**config.mk**
```make
export PLATFORM = sky130hd
export DESIGN_NAME = rd_deserializer_flat
export DESIGN_NICKNAME = d
export VERILOG_FILES = /design/src/rtl/rd_deserializer_if.sv /design/src/rtl/rd_deserializer.sv /design/src/flat_wrapper.sv
export SDC_FILE = /design/constraint.sdc
export NUM_CORES = 1
export LEC_CHECK = 0
export BUFFER_PORTS_ARGS = -buffer_cell sky130_fd_sc_hd__buf_2
export CORE_UTILIZATION = 51
export CTS_CLUSTER_DIAMETER = 120
export DETAILED_ROUTE_END_ITERATION = 16
export GPL_TIMING_DRIVEN = 0
export PLACE_DENSITY = 0.77
export REMOVE_ABC_BUFFERS = 1
export SLEW_MARGIN = 10
export SYNTH_ARGS = -nofsm -noshare
export SYNTH_HDL_FRONTEND = slang
export SYNTH_SLANG_ARGS = --single-unit
```
**constraint.sdc**
```tcl
create_clock -name CLK -period 3.35 [get_ports CLK]
set_input_delay 0.1675 -clock CLK [delete_from_list [all_inputs] [get_ports CLK]]
set_output_delay 0.1675 -clock CLK [all_outputs]
set_load 0.02 [all_outputs]
```
**src/rtl/rd_deserializer_if.sv**
```systemverilog
// rtl/rd_deserializer_if.sv - RD link bit strobes in, event buffer RAM write port out
interface rd_deserializer_if #(
    parameter int BITS   = 12,
    parameter int ADDR_W = 11
);
    logic                BIT_EN;
    logic                SERIAL_IN0;
    logic                SERIAL_IN1;
    logic                MEM_WE;
    logic [ADDR_W-1:0]   MEM_ADDR;
    logic [2*BITS+1:0]   MEM_DATA;

    modport master (
        output BIT_EN, SERIAL_IN0, SERIAL_IN1,
        input  MEM_WE, MEM_ADDR, MEM_DATA
    );

    modport slave (
        input  BIT_EN, SERIAL_IN0, SERIAL_IN1,
        output MEM_WE, MEM_ADDR, MEM_DATA
    );
endinterface

```
**src/rtl/rd_deserializer.sv**
```systemverilog
// rtl/rd_deserializer.sv - two-lane RD link deserializer with odd-parity check and buffer RAM writer
// Optional idle timeout in SHIFT is built only when RD_TIMEOUT_EN is defined.
module rd_deserializer #(
    parameter int WORDS   = 2048,
    parameter int BITS    = 12,
    parameter int ADDR_W  = 11,
    parameter int TIMEOUT = 64
) (
    input  logic              CLK,
    input  logic              RST,
    input  logic              ENABLE,
    input  logic              ACK,
    rd_deserializer_if.slave  link,
    output logic              BUSY,
    output logic              DONE,
    output logic [15:0]       PERR_CNT0,
    output logic [15:0]       PERR_CNT1,
    output logic              TIMEOUT_ERR
);
    localparam int CNT_W = $clog2(BITS + 1);

    typedef enum logic [1:0] {S_IDLE, S_ARMED, S_SHIFT, S_DONE} state_t;

    state_t              state;
    logic [CNT_W-1:0]    bit_cnt;
    logic [ADDR_W-1:0]   word_cnt;
    logic [BITS-1:0]     sh0;
    logic [BITS-1:0]     sh1;
    logic                par0;
    logic                par1;
    logic                arm;
    logic                parity_bit;
    logic                perr0;
    logic                perr1;
    logic                last_word;

    if (WORDS > (1 << ADDR_W) || TIMEOUT < 1) begin : g_bad_params
        $error("rd_deserializer: WORDS must fit ADDR_W and TIMEOUT must be positive");
    end

    assign arm        = ENABLE && ((state == S_IDLE) || (state == S_DONE && ACK));
    assign parity_bit = (bit_cnt == CNT_W'(BITS));
    // Odd parity: the 12 data bits plus the parity bit must carry an odd number of ones.
    assign perr0      = ~(par0 ^ link.SERIAL_IN0);
    assign perr1      = ~(par1 ^ link.SERIAL_IN1);
    assign last_word  = (word_cnt == ADDR_W'(WORDS - 1));

`ifdef RD_TIMEOUT_EN
    localparam int TO_W = $clog2(TIMEOUT + 1);
    logic [TO_W-1:0] idle_cnt;
`else
    assign TIMEOUT_ERR = 1'b0;
`endif

    always_ff @(posedge CLK or posedge RST) begin
        if (RST) begin
            state         <= S_IDLE;
            bit_cnt       <= '0;
            word_cnt      <= '0;
            sh0           <= '0;
            sh1           <= '0;
            par0          <= 1'b0;
            par1          <= 1'b0;
            link.MEM_WE   <= 1'b0;
            link.MEM_ADDR <= '0;
            link.MEM_DATA <= '0;
            BUSY          <= 1'b0;
            DONE          <= 1'b0;
            PERR_CNT0     <= '0;
            PERR_CNT1     <= '0;
`ifdef RD_TIMEOUT_EN
            idle_cnt      <= '0;
            TIMEOUT_ERR   <= 1'b0;
`endif
        end else begin
            link.MEM_WE <= 1'b0;
            if (!ENABLE) begin
                // Partial word is dropped; word and error counters are left for inspection.
                state   <= S_IDLE;
                BUSY    <= 1'b0;
                DONE    <= 1'b0;
                bit_cnt <= '0;
                par0    <= 1'b0;
                par1    <= 1'b0;
            end else if (arm) begin
                state     <= S_ARMED;
                BUSY      <= 1'b1;
                DONE      <= 1'b0;
                bit_cnt   <= '0;
                word_cnt  <= '0;
                sh0       <= '0;
                sh1       <= '0;
                par0      <= 1'b0;
                par1      <= 1'b0;
                PERR_CNT0 <= '0;
                PERR_CNT1 <= '0;
`ifdef RD_TIMEOUT_EN
                idle_cnt    <= '0;
                TIMEOUT_ERR <= 1'b0;
`endif
            end else if ((state == S_ARMED || state == S_SHIFT) && link.BIT_EN) begin
                state <= S_SHIFT;
`ifdef RD_TIMEOUT_EN
                idle_cnt <= '0;
`endif
                if (parity_bit) begin
                    link.MEM_WE   <= 1'b1;
                    link.MEM_ADDR <= word_cnt;
                    link.MEM_DATA <= {perr1, perr0, sh1, sh0};
                    word_cnt      <= word_cnt + 1'b1;
                    bit_cnt       <= '0;
                    par0          <= 1'b0;
                    par1          <= 1'b0;
                    if (perr0 && PERR_CNT0 != 16'hFFFF)
                        PERR_CNT0 <= PERR_CNT0 + 16'd1;
                    if (perr1 && PERR_CNT1 != 16'hFFFF)
                        PERR_CNT1 <= PERR_CNT1 + 16'd1;
                    if (last_word) begin
                        state <= S_DONE;
                        BUSY  <= 1'b0;
                        DONE  <= 1'b1;
                    end
                end else begin
                    sh0     <= {sh0[BITS-2:0], link.SERIAL_IN0};
                    sh1     <= {sh1[BITS-2:0], link.SERIAL_IN1};
                    par0    <= par0 ^ link.SERIAL_IN0;
                    par1    <= par1 ^ link.SERIAL_IN1;
                    bit_cnt <= bit_cnt + 1'b1;
                end
            end
`ifdef RD_TIMEOUT_EN
            else if (state == S_SHIFT) begin
                if (idle_cnt == TO_W'(TIMEOUT - 1)) begin
                    state       <= S_DONE;
                    BUSY        <= 1'b0;
                    DONE        <= 1'b1;
                    TIMEOUT_ERR <= 1'b1;
                    bit_cnt     <= '0;
                    par0        <= 1'b0;
                    par1        <= 1'b0;
                    idle_cnt    <= '0;
                end else begin
                    idle_cnt <= idle_cnt + 1'b1;
                end
            end
`endif
        end
    end
endmodule

```
**src/flat_wrapper.sv**
```systemverilog
// flat-port wrapper written by rule: the top's interface ports become plain ports
module rd_deserializer_flat 
#(
    parameter int WORDS   = 2048,
    parameter int BITS    = 12,
    parameter int ADDR_W  = 11,
    parameter int TIMEOUT = 64
)
  (CLK, RST, ENABLE, ACK, BUSY, DONE, PERR_CNT0, PERR_CNT1, TIMEOUT_ERR, link_BIT_EN, link_SERIAL_IN0, link_SERIAL_IN1, link_MEM_WE, link_MEM_ADDR, link_MEM_DATA);
  rd_deserializer_if #(.BITS(BITS), .ADDR_W(ADDR_W)) link_i ();
  input  logic CLK;
  input  logic RST;
  input  logic ENABLE;
  input  logic ACK;
  output logic BUSY;
  output logic DONE;
  output logic [15:0] PERR_CNT0;
  output logic [15:0] PERR_CNT1;
  output logic TIMEOUT_ERR;
  input wire logic [$bits(link_i.BIT_EN)-1:0] link_BIT_EN;
  input wire logic [$bits(link_i.SERIAL_IN0)-1:0] link_SERIAL_IN0;
  input wire logic [$bits(link_i.SERIAL_IN1)-1:0] link_SERIAL_IN1;
  output wire logic [$bits(link_i.MEM_WE)-1:0] link_MEM_WE;
  output wire logic [$bits(link_i.MEM_ADDR)-1:0] link_MEM_ADDR;
  output wire logic [$bits(link_i.MEM_DATA)-1:0] link_MEM_DATA;
  assign link_i.BIT_EN = link_BIT_EN;
  assign link_i.SERIAL_IN0 = link_SERIAL_IN0;
  assign link_i.SERIAL_IN1 = link_SERIAL_IN1;
  assign link_MEM_WE = link_i.MEM_WE;
  assign link_MEM_ADDR = link_i.MEM_ADDR;
  assign link_MEM_DATA = link_i.MEM_DATA;
  rd_deserializer #(.WORDS(WORDS), .BITS(BITS), .ADDR_W(ADDR_W), .TIMEOUT(TIMEOUT)) u_core (.CLK(CLK), .RST(RST), .ENABLE(ENABLE), .ACK(ACK), .link(link_i), .BUSY(BUSY), .DONE(DONE), .PERR_CNT0(PERR_CNT0), .PERR_CNT1(PERR_CNT1), .TIMEOUT_ERR(TIMEOUT_ERR));
endmodule
```
==> metrics.md, run 1 <==
| Metric | Value |
|---|---|
| DR iter-0 viols | 168 |
| Die X | 103 um |
| Least-Margin Pin Slew | 0.878 ns |
| Post-synthesis cell area | 5250 um2 |
| Seq/Total Area, Yosys | 54.8% |
| Area Growth Syn to Fin | 23.0% |
| PD cells | 532 nW/um2 |
| Comb pwr share | 6.4% |
| Worst-path cell chain | inv_1 -> ha_1 -> nand3_2 -> o22ai_1 -> o211ai_2 -> or4_1 -> a21oi_1 |
| Hold slack | 0.0534 ns |
| Internal power | 2.64 mW |
| Critical-path maximum fanout | 13 |
| Router iterations before antenna repair | 4 |
| CTS Sinks | 115 |
| Main synth FF type | dfrtp_1 |
| DP Cell Count | 687 |
| Hold crit path type | input port to flip-flop |
| Synth Register Bits | 115 |
| Critical path data arrival time | 2.81 ns |
| Final total power | 3.44 mW |
| Largest net degree at the start of global routing | 73 |
| Longest Clk Path Bufs | 2 |
| Setup TNS | 0 ns |
| CP Capture Type | flip-flop |
| WL/cell | 15.7 um |
| Post-synthesis cell type count | 53 |
| CTS tree | built |
| Clock power frac | 52.3% |
| P_sw | 0.805 mW |
| Vias per cell | 5.60 |
| Fin cells | 724 |
| PortBufs | 78 |
| Initial antenna violation count | 0 |
| Clock Tree Root | clkbuf_8 |
| Final Slew Violations | 0 |
| VDD IR max | 0.380 mV |
| Row count | 36 |
| Max transition margin | 41.3% |
| Setup Viol. Count Final | 0 |
| Bufs and invs on worst path | 1 |
| Dpl ws | 0.989 ns |
| Sequential Power Share | 41.3% |
| Vias in the first global route | 3,900 |
| Utilization after layout | 65.5% |
| # diodes | 0 |
| Htree depth | 4 |
| Final antenna-violating net count | 0 |
| Die area | 10,700 um2 |
| RSZ-0062 raised after global routing | false |
| Largest delay share family, worst path | simple AND/OR/NAND/NOR gates |
| Initial core utilization | 53.2% |
| Fin Clk Skew | 0.00830 ns |
| Clock latency at the later pin of the worst-skew pair | 0.51 ns |
| Syn. warnings | 0 |
| Post-route clock period utilization | 71.2% |
| Drt drc | 0 |
| Chip Height | 103 um |
| Most common cell after layout, fill and taps aside | dfrtp_1 |
| Worst setup margin | 0.965 ns |
| CP startpoint kind | flip-flop |
| Number of synthesized flops with an enable pin | 0 |
| Maxcap violations | 0 |
| Hold Vio Cnt, Final | 0 |
| Total Routing Usage GR | 23.1% |
| Gpl congestion | 0.782 |
| Status | finished clean |
| Number of I/O pins | 80 |
| Layout cells sized above 1 | 29.8% |
| CP peak stage delay | 0.54 ns |
| Post-Synthesis Cells | 491 |
| Synthesized area per cell | 10.7 um2 |
| Peak Freq | 419 MHz |
| Nets | 592 |
| Post-layout min period | 2.38 ns |
| CTS resizes | 0 |
| Total CTS buffers | 17 |
| Cell area after layout | 6460 um2 |
| Routed via count | 4,058 |
| First-pass GRT wire length | 18,800 um |
| Clk pin slew, worst setup/hold paths | 0.06 ns |
| Switching share of power | 23.4% |
| Highest-count cells in the layout ignoring fill and taps | 115 x dfrtp_1, 78 x buf_2, 73 x nand2_1 |
| Slowest-stage cell, CP | or4_1 |
| Critical path class | flip-flop to flip-flop |
| Fillers | 775 |
| GRT overflow | 0 |
| Leak Pwr | 3.10 nW |
| DP Wirelength | 7620 um |
| Post-synth ARST share | 100% |
| Placed Area | 5810 um2 |
| Core footprint | 9860 um2 |
| Critical Path RT | 3.77 ns |
| DRT Wirelength | 11,400 um |
## cell type report
class	count	area (um2)	area share, %
Clock buffer	20	445	6.89
Timing Repair Buffer	87	519	8.03
Multi-Input combinational cell	345	2250	34.8
Sequential cell	115	2880	44.5
Tap cell	133	166	2.58
Inverter	12	50.0	0.774
Clock inverter	12	155	2.40
## synth_stat cells, drive strengths merged (10+ instances only)
master / number / area share [%]
dfrtp: 115 / 55
nand2: 74 / 5.3
a21oi: 51 / 4.9
mux2: 36 / 7.7
nand3: 27 / 3.0
nor2: 25 / 1.9
o21ai: 23 / 2.3
or3: 16 / 2.1
inv: 12 / 0.86
xor2: 11 / 1.8
clkbuf: 10 / 0.71
## worst paths after layout
kind	cells past startpoint	endpoint	from	slack, ns
worst max register to register	7	u_core.PERR_CNT1[5]$_DFFE_PP0P_	u_core.state[0]$_DFFE_PP0P_	0.97
worst min register to register	2	u_core.link.MEM_DATA[24]$_DFFE_PP0P_	u_core.link.MEM_DATA[24]$_DFFE_PP0P_	0.49
max in group asynchronous	4	u_core.bit_cnt[1]$_DFFE_PP0P_	RST	2.46
min in group asynchronous	3	u_core.link.MEM_DATA[11]$_DFFE_PP0P_	RST	0.22
worst max-delay path	7	u_core.PERR_CNT1[5]$_DFFE_PP0P_	u_core.state[0]$_DFFE_PP0P_	0.97
worst min-delay path	4	u_core.BUSY$_DFFE_PP0P_	ACK	0.05
## tightest hold or removal path, cell delays in order
cell	delay, ns
buf_2	0.09
a21oi_2	0.11
nand3_1	0.09
o21ai_0	0.07
## flip-flops by register name, summed over array words and instances, names as in the netlist
signal,count
u_core.par1,1
u_core.state,2
u_core.word_cnt,11
u_core.DONE,1
u_core.PERR_CNT0,16
u_core.PERR_CNT1,16
u_core.link.MEM_DATA,26
u_core.sh0,12
u_core.BUSY,1
u_core.link.MEM_ADDR,11
u_core.link.MEM_WE,1
u_core.bit_cnt,4
u_core.par0,1
u_core.sh1,12
## layer usage
metal | share of wire (%) | vias to the layer above | wire length, um | track usage, %
met5 | 0 | - | 0 | 0
met4 | 1.5 | 0 | 170 | 9.53
met3 | 4.3 | 16 | 493 | 5.44
met2 | 50 | 113 | 5640 | 36.1
met1 | 45 | 1997 | 5080 | 31.0
li1 | - | 1932 | - | -
## power by group through the flow
stage / sequential, mW / combinational (mW) / clock [mW]
6_report: 1.42 / 0.219 / 1.80
5_1_grt: 1.42 / 0.243 / 1.90
4_1_cts: 1.42 / 0.221 / 1.83
3_5_place_dp: 1.45 / 0.215 / 0
3_3_place_gp: 1.45 / 0.189 / 0
2_1_floorplan: 1.45 / 0.125 / 0
## cell families after synthesis
kind of cell / after synthesis / share of synthesized area [%]
other cells: 1 / 0.0714
buf+inv: 31 / 2.64
simple gates: 181 / 17.9
compound gates: 99 / 11.6
fa+ha+maj: 7 / 1.67
mux: 40 / 8.48
flops: 115 / 54.8
xor+xnor: 17 / 2.83
## repair_timing
action | 4_1_cts | 5_1_grt
setup buffers | 0 | 0
hold buffers | 5 | 0
hold endpoints to repair | 49 | 0
(Power assumes the default switching activity.)
==> run 2, diff against run 1 <==
- CORE_UTILIZATION: 51 -> 57
- PLACE_DENSITY: 0.77 -> 0.81
- clock period: 3.35 -> 2.2 ns (I/O delays scaled with it)
==> metrics.md, run 2 (synthesis gave the netlist of run 1 again) <==
| Metric | Value |
|---|---|
| Most common cell after layout, fill and taps aside | dfrtp_1 (unchanged) |
| Setup Viol. Count Final | 0 (unchanged) |
| DR iter-0 viols | 317 (was 168) |
| Drt drc | 4 (was 0) |
| Highest-count cells in the layout ignoring fill and taps | 115 x dfrtp_1, 78 x buf_2, 73 x nand2_1 (unchanged) |
| Hold Crit Start | ACK (unchanged) |
| Number of I/O pins | 80 (unchanged) |
| Crit path depth | 7 (unchanged) |
| Status | finished, violations left (was finished clean) |
| Peak Freq | 457 MHz (was 419 MHz) |
| Critical Path RT | 2.63 ns (was 3.77 ns) |
| PD cells | 783 nW/um2 (was 532 nW/um2) |
| CP Capture Type | flip-flop (unchanged) |
| Area Growth Syn to Fin | 24.5% (was 23.0%) |
| Slowest-stage cell, CP | or4_1 (unchanged) |
| WHS Endpoint | u_core.BUSY$_DFFE_PP0P_ (unchanged) |
| Post-layout min period | 2.19 ns (was 2.38 ns) |
| Maxcap violations | 0 (unchanged) |
| Crit Reg-Reg Startpoint | u_core.state[1]$_DFFE_PP0P_ (was u_core.state[0]$_DFFE_PP0P_) |
| Hold crit path type | input port to flip-flop (unchanged) |
| CP peak stage delay | 0.48 ns (was 0.54 ns) |
| Leak Pwr | 3.13 nW (was 3.10 nW) |
| Initial core utilization | 59.6% (was 53.2%) |
| Largest register FFs | 26 (unchanged) |
| First-pass GRT wire length | 19,000 um (was 18,800 um) |
| Total CTS buffers | 17 (unchanged) |
| CTS Sinks | 115 (unchanged) |
| Clock latency at the later pin of the worst-skew pair | 0.50 ns (was 0.51 ns) |
| Top flop regs | u_core.link.MEM_DATA (26), u_core.PERR_CNT0 (16), u_core.PERR_CNT1 (16) (unchanged) |
| WL/cell | 17.2 um (was 15.7 um) |
| Failing checks | DRC |
| Final antenna-violating net count | 0 (unchanged) |
| Layout cells sized above 1 | 31.4% (was 29.8%) |
| Worst-path cell chain | inv_1 -> ha_4 -> and3_4 -> a2bb2oi_4 -> a211o_4 -> or4_1 -> a21oi_1 (was inv_1 -> ha_1 -> nand3_2 -> o22ai_1 -> o211ai_2 -> or4_1 -> a21oi_1) |
| Worst Reg-to-Reg Cells | 7 (unchanged) |
| Htree depth | 4 (unchanged) |
| Routed via count | 4,228 (was 4,058) |
| Post-route clock period utilization | 99.6% (was 71.2%) |
| Row count | 34 (was 36) |
| Bufs and invs on worst path | 1 (unchanged) |
| Biggest register | u_core.link.MEM_DATA (unchanged) |
| Vias in the first global route | 3,892 (was 3,900) |
| Max transition margin | 40.6% (was 41.3%) |
| Final total power | 5.12 mW (was 3.44 mW) |
| Die area | 9600 um2 (was 10,700 um2) |
| Hold slack | 0.0433 ns (was 0.0534 ns) |
| Critical path class | flip-flop to flip-flop (unchanged) |
| Critical path data arrival time | 2.62 ns (was 2.81 ns) |
| Critical-path maximum fanout | 8 (was 13) |
| Final Slew Violations | 0 (unchanged) |
| DRT Wirelength | 12,000 um (was 11,400 um) |
| Total Routing Usage GR | 25.4% (was 23.1%) |
| Vias per cell | 6.03 (was 5.60) |
| Clock Tree Root | clkbuf_8 (unchanged) |
| Hold Vio Cnt, Final | 0 (unchanged) |
| Fin Clk Skew | 0.00924 ns (was 0.00830 ns) |
| Largest delay share family, worst path | simple AND/OR/NAND/NOR gates (unchanged) |
| Gpl congestion | 0.851 (was 0.782) |
| Least-Margin Pin Slew | 0.889 ns (was 0.878 ns) |
| Die X | 98.0 um (was 103 um) |
| Largest net degree at the start of global routing | 61 (was 73) |
| Longest Clk Path Bufs | 2 (unchanged) |
| Initial antenna violation count | 0 (unchanged) |
| Chip Height | 98.0 um (was 103 um) |
| PortBufs | 78 (unchanged) |
| Nets | 595 (was 592) |
| Core footprint | 8810 um2 (was 9860 um2) |
| CP startpoint kind | flip-flop (unchanged) |
| Reg2reg setup slack | 0.01 ns (was 0.97 ns) |
| DP Wirelength | 7140 um (was 7620 um) |
| # diodes | 0 (unchanged) |
| CTS tree | built (unchanged) |
| GRT overflow | 0 (unchanged) |
| FF-to-FF End | u_core.PERR_CNT0[10]$_DFFE_PP0P_ (was u_core.PERR_CNT1[5]$_DFFE_PP0P_) |
| VDD IR max | 0.552 mV (was 0.380 mV) |
| Clk pin slew, worst setup/hold paths | 0.06 ns (about the same) |
| Worst Hold Depth | 4 (unchanged) |
| Router iterations before antenna repair | 11 (was 4) |
[run 2: report_power, final]
group / internal (mW) / total (mW) / leakage [nW] / switching (mW)
Clock: 1.60 / 2.55 / 0.270 / 0.955
Sequential: 2.14 / 2.17 / 1.60 / 0.0274
Combinational: 0.121 / 0.396 / 1.25 / 0.275
[run 2: what timing repair did]
item,in CTS,in global routing
endpoints found under the setup margin,45,43
hold buffers,5,0
pin swaps,1,2
gates resized for setup,9,12
endpoints found under the hold margin,60,0
buffers inserted,2,1
[run 2: layout make-up]
class,count,area [um2]
flip-flops and latches,115,2880
multi-input cells,345,2380
fillers,587,2270
repair buffers,90,542
clock buffers,18,418
clock inverters,13,139
well taps,108,135
inverters,12,50.0
[run 2: worst max-delay path by stage]
stage / start / end / slack [ns]
after floorplan: RST / u_core.BUSY$_DFFE_PP0P_ / -0.95
after global placement: RST / u_core.PERR_CNT0[7]$_DFFE_PP0P_ / -2.15
after detailed placement: u_core.state[0]$_DFFE_PP0P_ / u_core.link.MEM_DATA[16]$_DFFE_PP0P_ / -0.17
after CTS: u_core.state[0]$_DFFE_PP0P_ / u_core.PERR_CNT1[5]$_DFFE_PP0P_ / 0.002
after global routing: u_core.state[1]$_DFFE_PP0P_ / u_core.PERR_CNT0[5]$_DFFE_PP0P_ / -0.08
final: u_core.state[1]$_DFFE_PP0P_ / u_core.PERR_CNT0[10]$_DFFE_PP0P_ / 0.01
[run 2: routing by layer]
layer / global-route usage, % / up-vias / share of wire (%) / routed length [um]
met1: 32.4 / 2118 / 40 / 4820
met2: 41.5 / 139 / 52 / 6290
met4: 10.6 / 0 / 2.9 / 354
met5: 0 / - / 0 / 0
met3: 6.23 / 32 / 4.7 / 566
li1: - / 1939 / - / -
[run 2: worst min-delay path, stage by stage]
cell and delay, ns:
buf_2 0.12, a21oi_4 0.11, nand3_1 0.08, o21ai_0 0.07
[run 2: stage by stage]
step | setup TNS, ns | instance area [um2] | setup slack, ns | utilization [%] | instances
3_5_place_dp | -4.74 | 5780 | -0.168 | 65.6 | 662
6_report | 0 | 6540 | 0.00958 | 74.3 | 701
5_1_grt | -0.552 | 6540 | -0.0824 | 74.3 | 701
2_1_floorplan | -162.75 | 5160 | -0.954 | - | 472
3_3_place_gp | -408.00 | 5680 | -2.15 | 64.5 | 658
4_1_cts | 0 | 6460 | 0.00164 | 73.3 | 700
